File: config.mk
export PLATFORM = sky130hd
export DESIGN_NAME = tx_frontend_flat
export DESIGN_NICKNAME = d
export VERILOG_FILES = /design/src/rtl/tx_frontend_if.sv /design/src/rtl/tx_frontend.sv /design/src/flat_wrapper.sv
export SDC_FILE = /design/constraint.sdc
export NUM_CORES = 1
export LEC_CHECK = 0
export BUFFER_PORTS_ARGS = -buffer_cell sky130_fd_sc_hd__buf_4
export CAP_MARGIN = 20
export CORE_MARGIN = 1
export CORE_UTILIZATION = 45
export DETAILED_ROUTE_END_ITERATION = 6
export GPL_TIMING_DRIVEN = 0
export MAX_ROUTING_LAYER = met4
export PLACE_DENSITY = 0.73
export SLEW_MARGIN = 20
export SYNTH_ARGS = -nofsm -noshare
export SYNTH_HDL_FRONTEND = slang
export SYNTH_SLANG_ARGS = --single-unit
File: constraint.sdc
create_clock -name clk_i -period 7.2 [get_ports clk_i]
set_clock_uncertainty 0.1 [all_clocks]
set_input_delay 0.36 -clock clk_i [delete_from_list [all_inputs] [get_ports clk_i]]
set_output_delay 0.36 -clock clk_i [all_outputs]
set_load 0.02 [all_outputs]
File: src/rtl/tx_frontend_if.sv
// Character handshake and frame configuration between the TX holding
// register and the UART transmit frontend.
//
// Handshake: a character moves when valid_i and ready_o are both high at a
// rising clock edge. The master holds valid_i, data_i and the configuration
// stable until that edge. ready_o does not depend combinationally on valid_i.
interface tx_frontend_if;
    logic [15:0] clk_div_i;
    logic        ds_i;
    logic        p_i;
    logic        pt_i;
    logic        s_i;
    logic [7:0]  data_i;
    logic        valid_i;
    logic        ready_o;

    modport master (
        output clk_div_i, ds_i, p_i, pt_i, s_i, data_i, valid_i,
        input  ready_o
    );

    modport slave (
        input  clk_div_i, ds_i, p_i, pt_i, s_i, data_i, valid_i,
        output ready_o
    );
endinterface

File: src/rtl/tx_frontend.sv
// UART transmit frontend: takes one character per handshake and shifts it out
// as start bit, 7/8 data bits LSB first, optional parity and 1/2 stop bits.
// Every bit lasts max(clk_div, 1) clock cycles. uart_tx_o comes straight
// from a flop.
module tx_frontend (
    input  logic                 clk_i,
    input  logic                 rst_i,
    tx_frontend_if.slave         bus,
    output logic                 uart_tx_o,
    output logic [2:0]           dbg_state_o
);

    typedef enum logic [2:0] {
        IDLE   = 3'd0,
        START  = 3'd1,
        DATA   = 3'd2,
        PARITY = 3'd3,
        STOP   = 3'd4
    } state_t;

    state_t      state_q, state_d;
    logic [15:0] cnt_q, cnt_d;
    logic [2:0]  idx_q, idx_d;
    logic        stop_q, stop_d;
    logic [7:0]  data_q, data_d;
    logic        ds_q, ds_d;
    logic        p_q, p_d;
    logic        pt_q, pt_d;
    logic        s_q, s_d;
    logic [15:0] div_q, div_d;
    logic        tx_q, tx_d;
    logic        ready_q, ready_d;

    logic [15:0] div_in;
    logic [15:0] reload;
    logic [2:0]  last_idx;
    logic        bit_done;
    logic        parity_bit;

    // Divisor of zero behaves like one so every bit lasts at least one cycle.
    assign div_in   = (bus.clk_div_i == 16'd0) ? 16'd1 : bus.clk_div_i;
    assign reload   = div_q - 16'd1;
    assign last_idx = ds_q ? 3'd7 : 3'd6;
    assign bit_done = (cnt_q == 16'd0);

    // State register plus all datapath flops; reset aborts any frame in flight.
    always_ff @(posedge clk_i) begin
        if (!rst_i) begin
            state_q <= IDLE;
            cnt_q   <= 16'd0;
            idx_q   <= 3'd0;
            stop_q  <= 1'b0;
            data_q  <= 8'd0;
            ds_q    <= 1'b0;
            p_q     <= 1'b0;
            pt_q    <= 1'b0;
            s_q     <= 1'b0;
            div_q   <= 16'd1;
            tx_q    <= 1'b1;
            ready_q <= 1'b1;
        end else begin
            state_q <= state_d;
            cnt_q   <= cnt_d;
            idx_q   <= idx_d;
            stop_q  <= stop_d;
            data_q  <= data_d;
            ds_q    <= ds_d;
            p_q     <= p_d;
            pt_q    <= pt_d;
            s_q     <= s_d;
            div_q   <= div_d;
            tx_q    <= tx_d;
            ready_q <= ready_d;
        end
    end

    // Next state, bit timing and the line level that belongs to the next state.
    always_comb begin
        state_d = state_q;
        cnt_d   = cnt_q;
        idx_d   = idx_q;
        stop_d  = stop_q;
        data_d  = data_q;
        ds_d    = ds_q;
        p_d     = p_q;
        pt_d    = pt_q;
        s_d     = s_q;
        div_d   = div_q;

        case (state_q)
            IDLE: begin
                if (bus.valid_i && ready_q) begin
                    data_d  = bus.data_i;
                    ds_d    = bus.ds_i;
                    p_d     = bus.p_i;
                    pt_d    = bus.pt_i;
                    s_d     = bus.s_i;
                    div_d   = div_in;
                    cnt_d   = div_in - 16'd1;
                    state_d = START;
                end
            end
            START: begin
                if (bit_done) begin
                    state_d = DATA;
                    idx_d   = 3'd0;
                    cnt_d   = reload;
                end else begin
                    cnt_d = cnt_q - 16'd1;
                end
            end
            DATA: begin
                if (bit_done) begin
                    cnt_d = reload;
                    if (idx_q == last_idx) begin
                        stop_d  = 1'b0;
                        state_d = p_q ? PARITY : STOP;
                    end else begin
                        idx_d = idx_q + 3'd1;
                    end
                end else begin
                    cnt_d = cnt_q - 16'd1;
                end
            end
            PARITY: begin
                if (bit_done) begin
                    stop_d  = 1'b0;
                    cnt_d   = reload;
                    state_d = STOP;
                end else begin
                    cnt_d = cnt_q - 16'd1;
                end
            end
            STOP: begin
                if (bit_done) begin
                    // Second stop bit reuses the counter instead of a 2*D load.
                    if (s_q && !stop_q) begin
                        stop_d = 1'b1;
                        cnt_d  = reload;
                    end else begin
                        state_d = IDLE;
                    end
                end else begin
                    cnt_d = cnt_q - 16'd1;
                end
            end
            default: begin
                state_d = IDLE;
            end
        endcase

        parity_bit = (^data_d[6:0]) ^ (ds_d & data_d[7]) ^ pt_d;

        case (state_d)
            START:   tx_d = 1'b0;
            DATA:    tx_d = data_d[idx_d];
            PARITY:  tx_d = parity_bit;
            default: tx_d = 1'b1;
        endcase

        ready_d = (state_d == IDLE);
    end

    assign bus.ready_o = ready_q;
    assign uart_tx_o   = tx_q;
    assign dbg_state_o = state_q;

endmodule

File: src/flat_wrapper.sv
// flat-port wrapper written by rule: the top's interface ports become plain ports
module tx_frontend_flat 
  (clk_i, rst_i, uart_tx_o, dbg_state_o, bus_clk_div_i, bus_ds_i, bus_p_i, bus_pt_i, bus_s_i, bus_data_i, bus_valid_i, bus_ready_o);
  tx_frontend_if bus_i ();
  input  logic clk_i;
  input  logic rst_i;
  output logic uart_tx_o;
  output logic [2:0] dbg_state_o;
  input wire logic [$bits(bus_i.clk_div_i)-1:0] bus_clk_div_i;
  input wire logic [$bits(bus_i.ds_i)-1:0] bus_ds_i;
  input wire logic [$bits(bus_i.p_i)-1:0] bus_p_i;
  input wire logic [$bits(bus_i.pt_i)-1:0] bus_pt_i;
  input wire logic [$bits(bus_i.s_i)-1:0] bus_s_i;
  input wire logic [$bits(bus_i.data_i)-1:0] bus_data_i;
  input wire logic [$bits(bus_i.valid_i)-1:0] bus_valid_i;
  output wire logic [$bits(bus_i.ready_o)-1:0] bus_ready_o;
  assign bus_i.clk_div_i = bus_clk_div_i;
  assign bus_i.ds_i = bus_ds_i;
  assign bus_i.p_i = bus_p_i;
  assign bus_i.pt_i = bus_pt_i;
  assign bus_i.s_i = bus_s_i;
  assign bus_i.data_i = bus_data_i;
  assign bus_i.valid_i = bus_valid_i;
  assign bus_ready_o = bus_i.ready_o;
  tx_frontend u_core (.clk_i(clk_i), .rst_i(rst_i), .bus(bus_i), .uart_tx_o(uart_tx_o), .dbg_state_o(dbg_state_o));
endmodule
# --- Yosys cells after proc, flatten, opt, wreduce, memory -nomap -nowiden ---
# Index checks and enable logic that the tools add are counted.
word_totals:
  register_bits: 53
  out_inout_bits: 5
classes:
  n_bitwise: 3
  magnitude_cmp: 1
  n_addsub: 4
  n_mux: 35
  reduce_logical: 14
  n_eq_ne: 15
ops:
  columns: ["op", "count"]
  rows:
  - ["$mux 16", 5]
  - ["$pmux 16 s3", 1]
  - ["$sub 16x1->16 const B", 3]
  - ["$mux 3", 11]
  - ["$logic_not 16->1", 2]
  - ["$mux 8", 2]
  - ["$pmux 3 s5", 1]
  - ["$eq 3x2->1 const B", 4]
  - ["$ne 2x1->1 const B", 6]
  - ["$mux 1", 11]
  - ["$reduce_xor 7->1", 1]
  - ["$eq 3x1->1 const B", 2]
  - ["$logic_not 3->1", 2]
  - ["$pmux 1 s3", 2]
  - ["$pmux 3 s2", 1]
  - ["$reduce_and 6->1", 1]
  - ["$reduce_bool 3->1", 2]
  - ["$lt 3x4->1 const B", 1]
  - ["$add 3x1->3 const B", 1]
  - ["$bmux 1 s3", 1]
  - ["$eq 3x3->1", 1]
  - ["$eq 3x3->1 const B", 1]
  - ["$ne 3x3->1 const B", 1]
  - ["$reduce_and 3->1", 1]
  - ["6 further kinds", 8]

# --- Logic depth before layout (Yosys ltp) ---
logic_depth:
  depth_word: 8
  depth_mapped: 14
  mapped_depth_nobuf: 11

# --- Least setup slack after synthesis ---
# OpenSTA, ideal clock, no wires.
synth_path:
  path_type: "register to register"
  start: "reg u_core.cnt_q[11]"
  end: "reg u_core.tx_q, in the netlist u_core.uart_tx_o"
  synth_period_minus_slack_ns: 2.934
  arrival_ns: 2.712
  t_required_ns: 6.978
  path_buffers: 0
  path_stages_with_launch: 9
  setup_slack_ns: 4.266
  path_cell_list: "dfxtp_1 -> or4_4 -> nor4_4 -> nand3_2 -> a21oi_4 -> mux2_4 -> o31ai_2 -> a221oi_2 -> o311a_1"
synth_between:
  elab_chain_len: 6
synth_lines:
  columns: ["item", "line_no", "source"]
  rows:
  - ["from (decl)", "tx_frontend.sv:22", "logic [15:0] cnt_q, cnt_d;"]
  - ["from (signal assigned)", "tx_frontend.sv:63", "cnt_q <= cnt_d;"]
  - ["$logic_not 16->1 *", "tx_frontend.sv:44", "assign bit_done = (cnt_q == 16'd0);"]
  - ["$mux 3, on equally long branches", "tx_frontend.sv:113, tx_frontend.sv:104", null]
  - ["$pmux 3 s2", "tx_frontend.sv:90", "case (state_q)"]
  - ["$bmux 1 s3", "tx_frontend.sv:156", "DATA: tx_d = data_d[idx_d];"]
  - ["$mux 1 (not written as such)", "tx_frontend.sv:156", null]
  - ["$pmux 1 s3 *", "tx_frontend.sv:154", "case (state_d)"]
  - ["to (signal assigned)", "tx_frontend.sv:72", "tx_q <= tx_d;"]
  - ["to (decl)", "tx_frontend.sv:31", "logic tx_q, tx_d;"]
# Mark *: on every way between the ends. The rest lies on a longest branch, timed or not. The select of a mux whose other input is x is not followed.
# A chain may end at the register's enable or synchronous reset.

# --- Worst setup path after layout ---
layout_path:
  start: "reg u_core.cnt_q[1]"
  end: "reg u_core.cnt_q[10]"
layout_between:
  elab_chain_len: 3
layout_lines:
  columns: ["item", "line_no", "source"]
  rows:
  - ["$sub 16x1->16 / $logic_not 16->1 (equally long branches)", null, null]
  - ["$mux 16 (tied with other cells)", "tx_frontend.sv:135", "if (bit_done) begin"]
  - ["$pmux 16 s3 / $reduce_and 3->1 (equally long branches)", null, null]
# Parallel ways exist; a longest one is shown, timed or not.

==> out/qor.csv <==
metric,value,unit
CP Data Arrival Time,3620,ps
fraction of layout cells with a size suffix above 1,13.7,%
Most used DFF post-synth,dfxtp_1,
top-count cell post-synth,nand2_1,
leak pwr,1.29,nW
Final Power,0.718,mW
placed cell area,3380,um2
achievable frequency,286,MHz
worst relative slew slack,29.8,%
Final Util,54.0,%
clock buffer count from CTS,5,
Initial DRC Count,344,
vias in the first global route,2790,
CTS sink cnt,53,
H-Tree Depth,2,
port bufs,35,
hold path start,bus_p_i,
ranking of synthesized cells by area,"dfxtp_1, a21oi_1, nand2_1",
"EDFF count, synth",0,
Hold Crit Class,input port to flip-flop,
Max-cap violations,0,
Top Layer Used,met4,
Synth async-reset ratio,0,%
fin nets,470,
RSZ-0062 raised after global routing,false,
total inserted antenna cells,0,
R2R Path End,u_core.cnt_q[10]$_SDFFE_PN0P_,
Final Non-Filler Cells,515,
"Remaining Overflow, GRT",0,
Yosys Warn Count,0,
setup bufs post-CTS,0,
Mapped Cells,395,
top-area cell type share of the netlist area,35.2,%
met2 wire length,3830,um
failing checks,DRC,
Synth area leader,dfxtp_1,
Global Route Usage Sum,24.9,%
"Hold-fix buffers, CTS",0,
gp weighted congestion,0.914,
vias,3076,
Worst-Margin Slew,1040,ps
CTS clock-pin slew for the worst setup and hold paths,110,ps
peak supply drop,0.0971,mV
TritonCTS clock tree,done,
register bit count reported by yosys,53,
Critical Path Fanout Max,10,
die area,7040,um2
num rows,29,
Vias/cell,5.97,
final setup vio count,0,
CTS resizes,0,
antenna-violating nets left,0,
clk_lat worst skew,320,ps
Detailed Place HPWL,6200,um
CP Capture Type,flip-flop,
"setup slack, reg-to-reg",3710,ps
commonest cells in the netlist,"nand2_1, a21oi_1, dfxtp_1",
Die Y,83.9,um
cell area after layout,3470,um2
Reg2Reg Depth,10,
CP startpoint kind,flip-flop,
Initial Util,47.0,%
CTS Root Cell,clkbuf_8,
status,finished with violations,
Inst Count DP,507,
DRC Markers,6,
WHS Endpoint,u_core.p_q$_SDFFE_PN0P_,
Max Slew Vio Count,0,
synthesized cell area,3020,um2
kind of critical path,flip-flop to flip-flop,
period utilisation layout,48.5,%
largest net degree at the start of global routing,19,
initial antenna violation count,0,
worst path required time,7330,ps
routed wl met3,669,um
Cell Pwr Density,207,nW/um2
Fillers,618,
worst r2r src,u_core.cnt_q[1]$_SDFFE_PN0P_,
first-pass detailed-route iteration total,7,
worst hold path depth,3,
Synth cell types,56,
final wirelength,8400,um
Fin Setup TNS,0,ps
met1 wire length,3770,um
Die X,83.9,um
WL/cell,16.3,um
Syn-to-layout area delta,15.0,%
num ports,36,
minimum clock period,3490,ps
Max Root-Sink Buffers,2,
register area share after synthesis,35.2,%
Final Hold Fails,0,
core area,6420,um2
Synth Net Count,428,
first-pass GRT wire length,13600,um
syn avg cell area,7.64,um2
==> sequential cells by signal, summed over array words and instances (netlist names), 3 cells and up <==
name	flops
u_core.dbg_state_o	3
u_core.idx_q	3
u_core.div_q	16
u_core.cnt_q	16
u_core.data_q	8
==> cell type report <==
| type | count | area (um2) | share of cell area, % |
|---|---|---|---|
| sequential | 53 | 1060 | 30.6 |
| tap | 77 | 96.3 | 2.78 |
| timing repair buffer | 35 | 263 | 7.57 |
| multi-input combinational | 312 | 1830 | 52.8 |
| clock buffer | 5 | 68.8 | 1.98 |
| clock inverter | 3 | 25.0 | 0.721 |
| buffer | 25 | 105 | 3.03 |
| inverter | 5 | 18.8 | 0.541 |
==> per-stage QoR <==
step | hold WS, ps | setup slack [ps]
2_1_floorplan | 337 | 4270
3_3_place_gp | 345 | 3780
3_5_place_dp | 350 | 3800
4_1_cts | 172 | 3750
5_1_grt | 181 | 3500
6_report | 174 | 3710
==> cell usage in the layout (no fill, tap or decap), types with 3 or more instances in the layout <==
| master | instances |
|---|---|
| a2111oi_0 | 4 |
| a211oi_1 | 9 |
| a21oi_1 | 56 |
| a311oi_1 | 4 |
| a31oi_1 | 4 |
| and3_1 | 3 |
| buf_2 | 3 |
| buf_4 | 35 |
| clkbuf_1 | 20 |
| clkbuf_8 | 5 |
| dfxtp_1 | 53 |
| inv_1 | 5 |
| mux2i_1 | 4 |
| nand2_1 | 73 |
| nand2b_1 | 3 |
| nand3_1 | 9 |
| nand4_1 | 3 |
| nor2_1 | 30 |
| nor3_1 | 7 |
| nor4_1 | 5 |
| o21a_1 | 3 |
| o21ai_0 | 25 |
| o22ai_1 | 3 |
| or4_1 | 4 |
| xnor2_1 | 21 |
| xor2_1 | 6 |
==> report_power, final <==
| part | total [mW] | switching (mW) | internal [mW] | leakage [nW] |
|---|---|---|---|---|
| combinational | 0.197 | 0.117 | 0.0795 | 0.806 |
| clock | 0.180 | 0.110 | 0.0705 | 0.0447 |
| sequential | 0.341 | 0.0220 | 0.319 | 0.436 |
| total | 0.718 | 0.249 | 0.469 | 1.29 |
==> worst max-delay path, stage by stage (launching register included) <==
cell and delay [ps]:
dfxtp_1 340, or4_1 620, nor4_4 670, a211oi_1 190, a21oi_1 370, inv_1 90, ha_1 230, o221ai_1 130
nor2_1 210, a31o_1 220, a311oi_1 230
==> worst max path at each step <==
| stage | startpoint | to | cells past startpoint |
|---|---|---|---|
| global placement | u_core.cnt_q[11]$_SDFFE_PN0P_ | u_core.cnt_q[10]$_SDFFE_PN0P_ | 10 |
| global route | u_core.cnt_q[1]$_SDFFE_PN0P_ | u_core.cnt_q[10]$_SDFFE_PN0P_ | 10 |
| finish | u_core.cnt_q[1]$_SDFFE_PN0P_ | u_core.cnt_q[10]$_SDFFE_PN0P_ | 10 |
| floorplan | u_core.cnt_q[11]$_SDFFE_PN0P_ | u_core.uart_tx_o$_SDFF_PN1_ | 8 |
| detailed placement | u_core.cnt_q[11]$_SDFFE_PN0P_ | u_core.cnt_q[10]$_SDFFE_PN0P_ | 10 |
| CTS | u_core.cnt_q[11]$_SDFFE_PN0P_ | u_core.cnt_q[10]$_SDFFE_PN0P_ | 10 |
==> cells by family (layout without fill, tap and decap cells) <==
logic type      Yosys count  in the layout  synth area share, %
fa+ha+maj                 2              2                0.829
flops                    53             53                 35.2
compound gates          126            126                 26.3
buf+inv                  30             73                 4.11
simple gates            150            150                 23.2
mux                       7              7                 2.57
xor+xnor                 27             27                 7.84
==> routing by layer <==
layer  GRT usage [%]  vias to the layer above
li1                -                     1498
met1            33.1                     1422
met2            38.9                      138
met3            4.25                       18
met4            7.37                        0
met5               -                        -
Power figures use the tool's default switching activity.
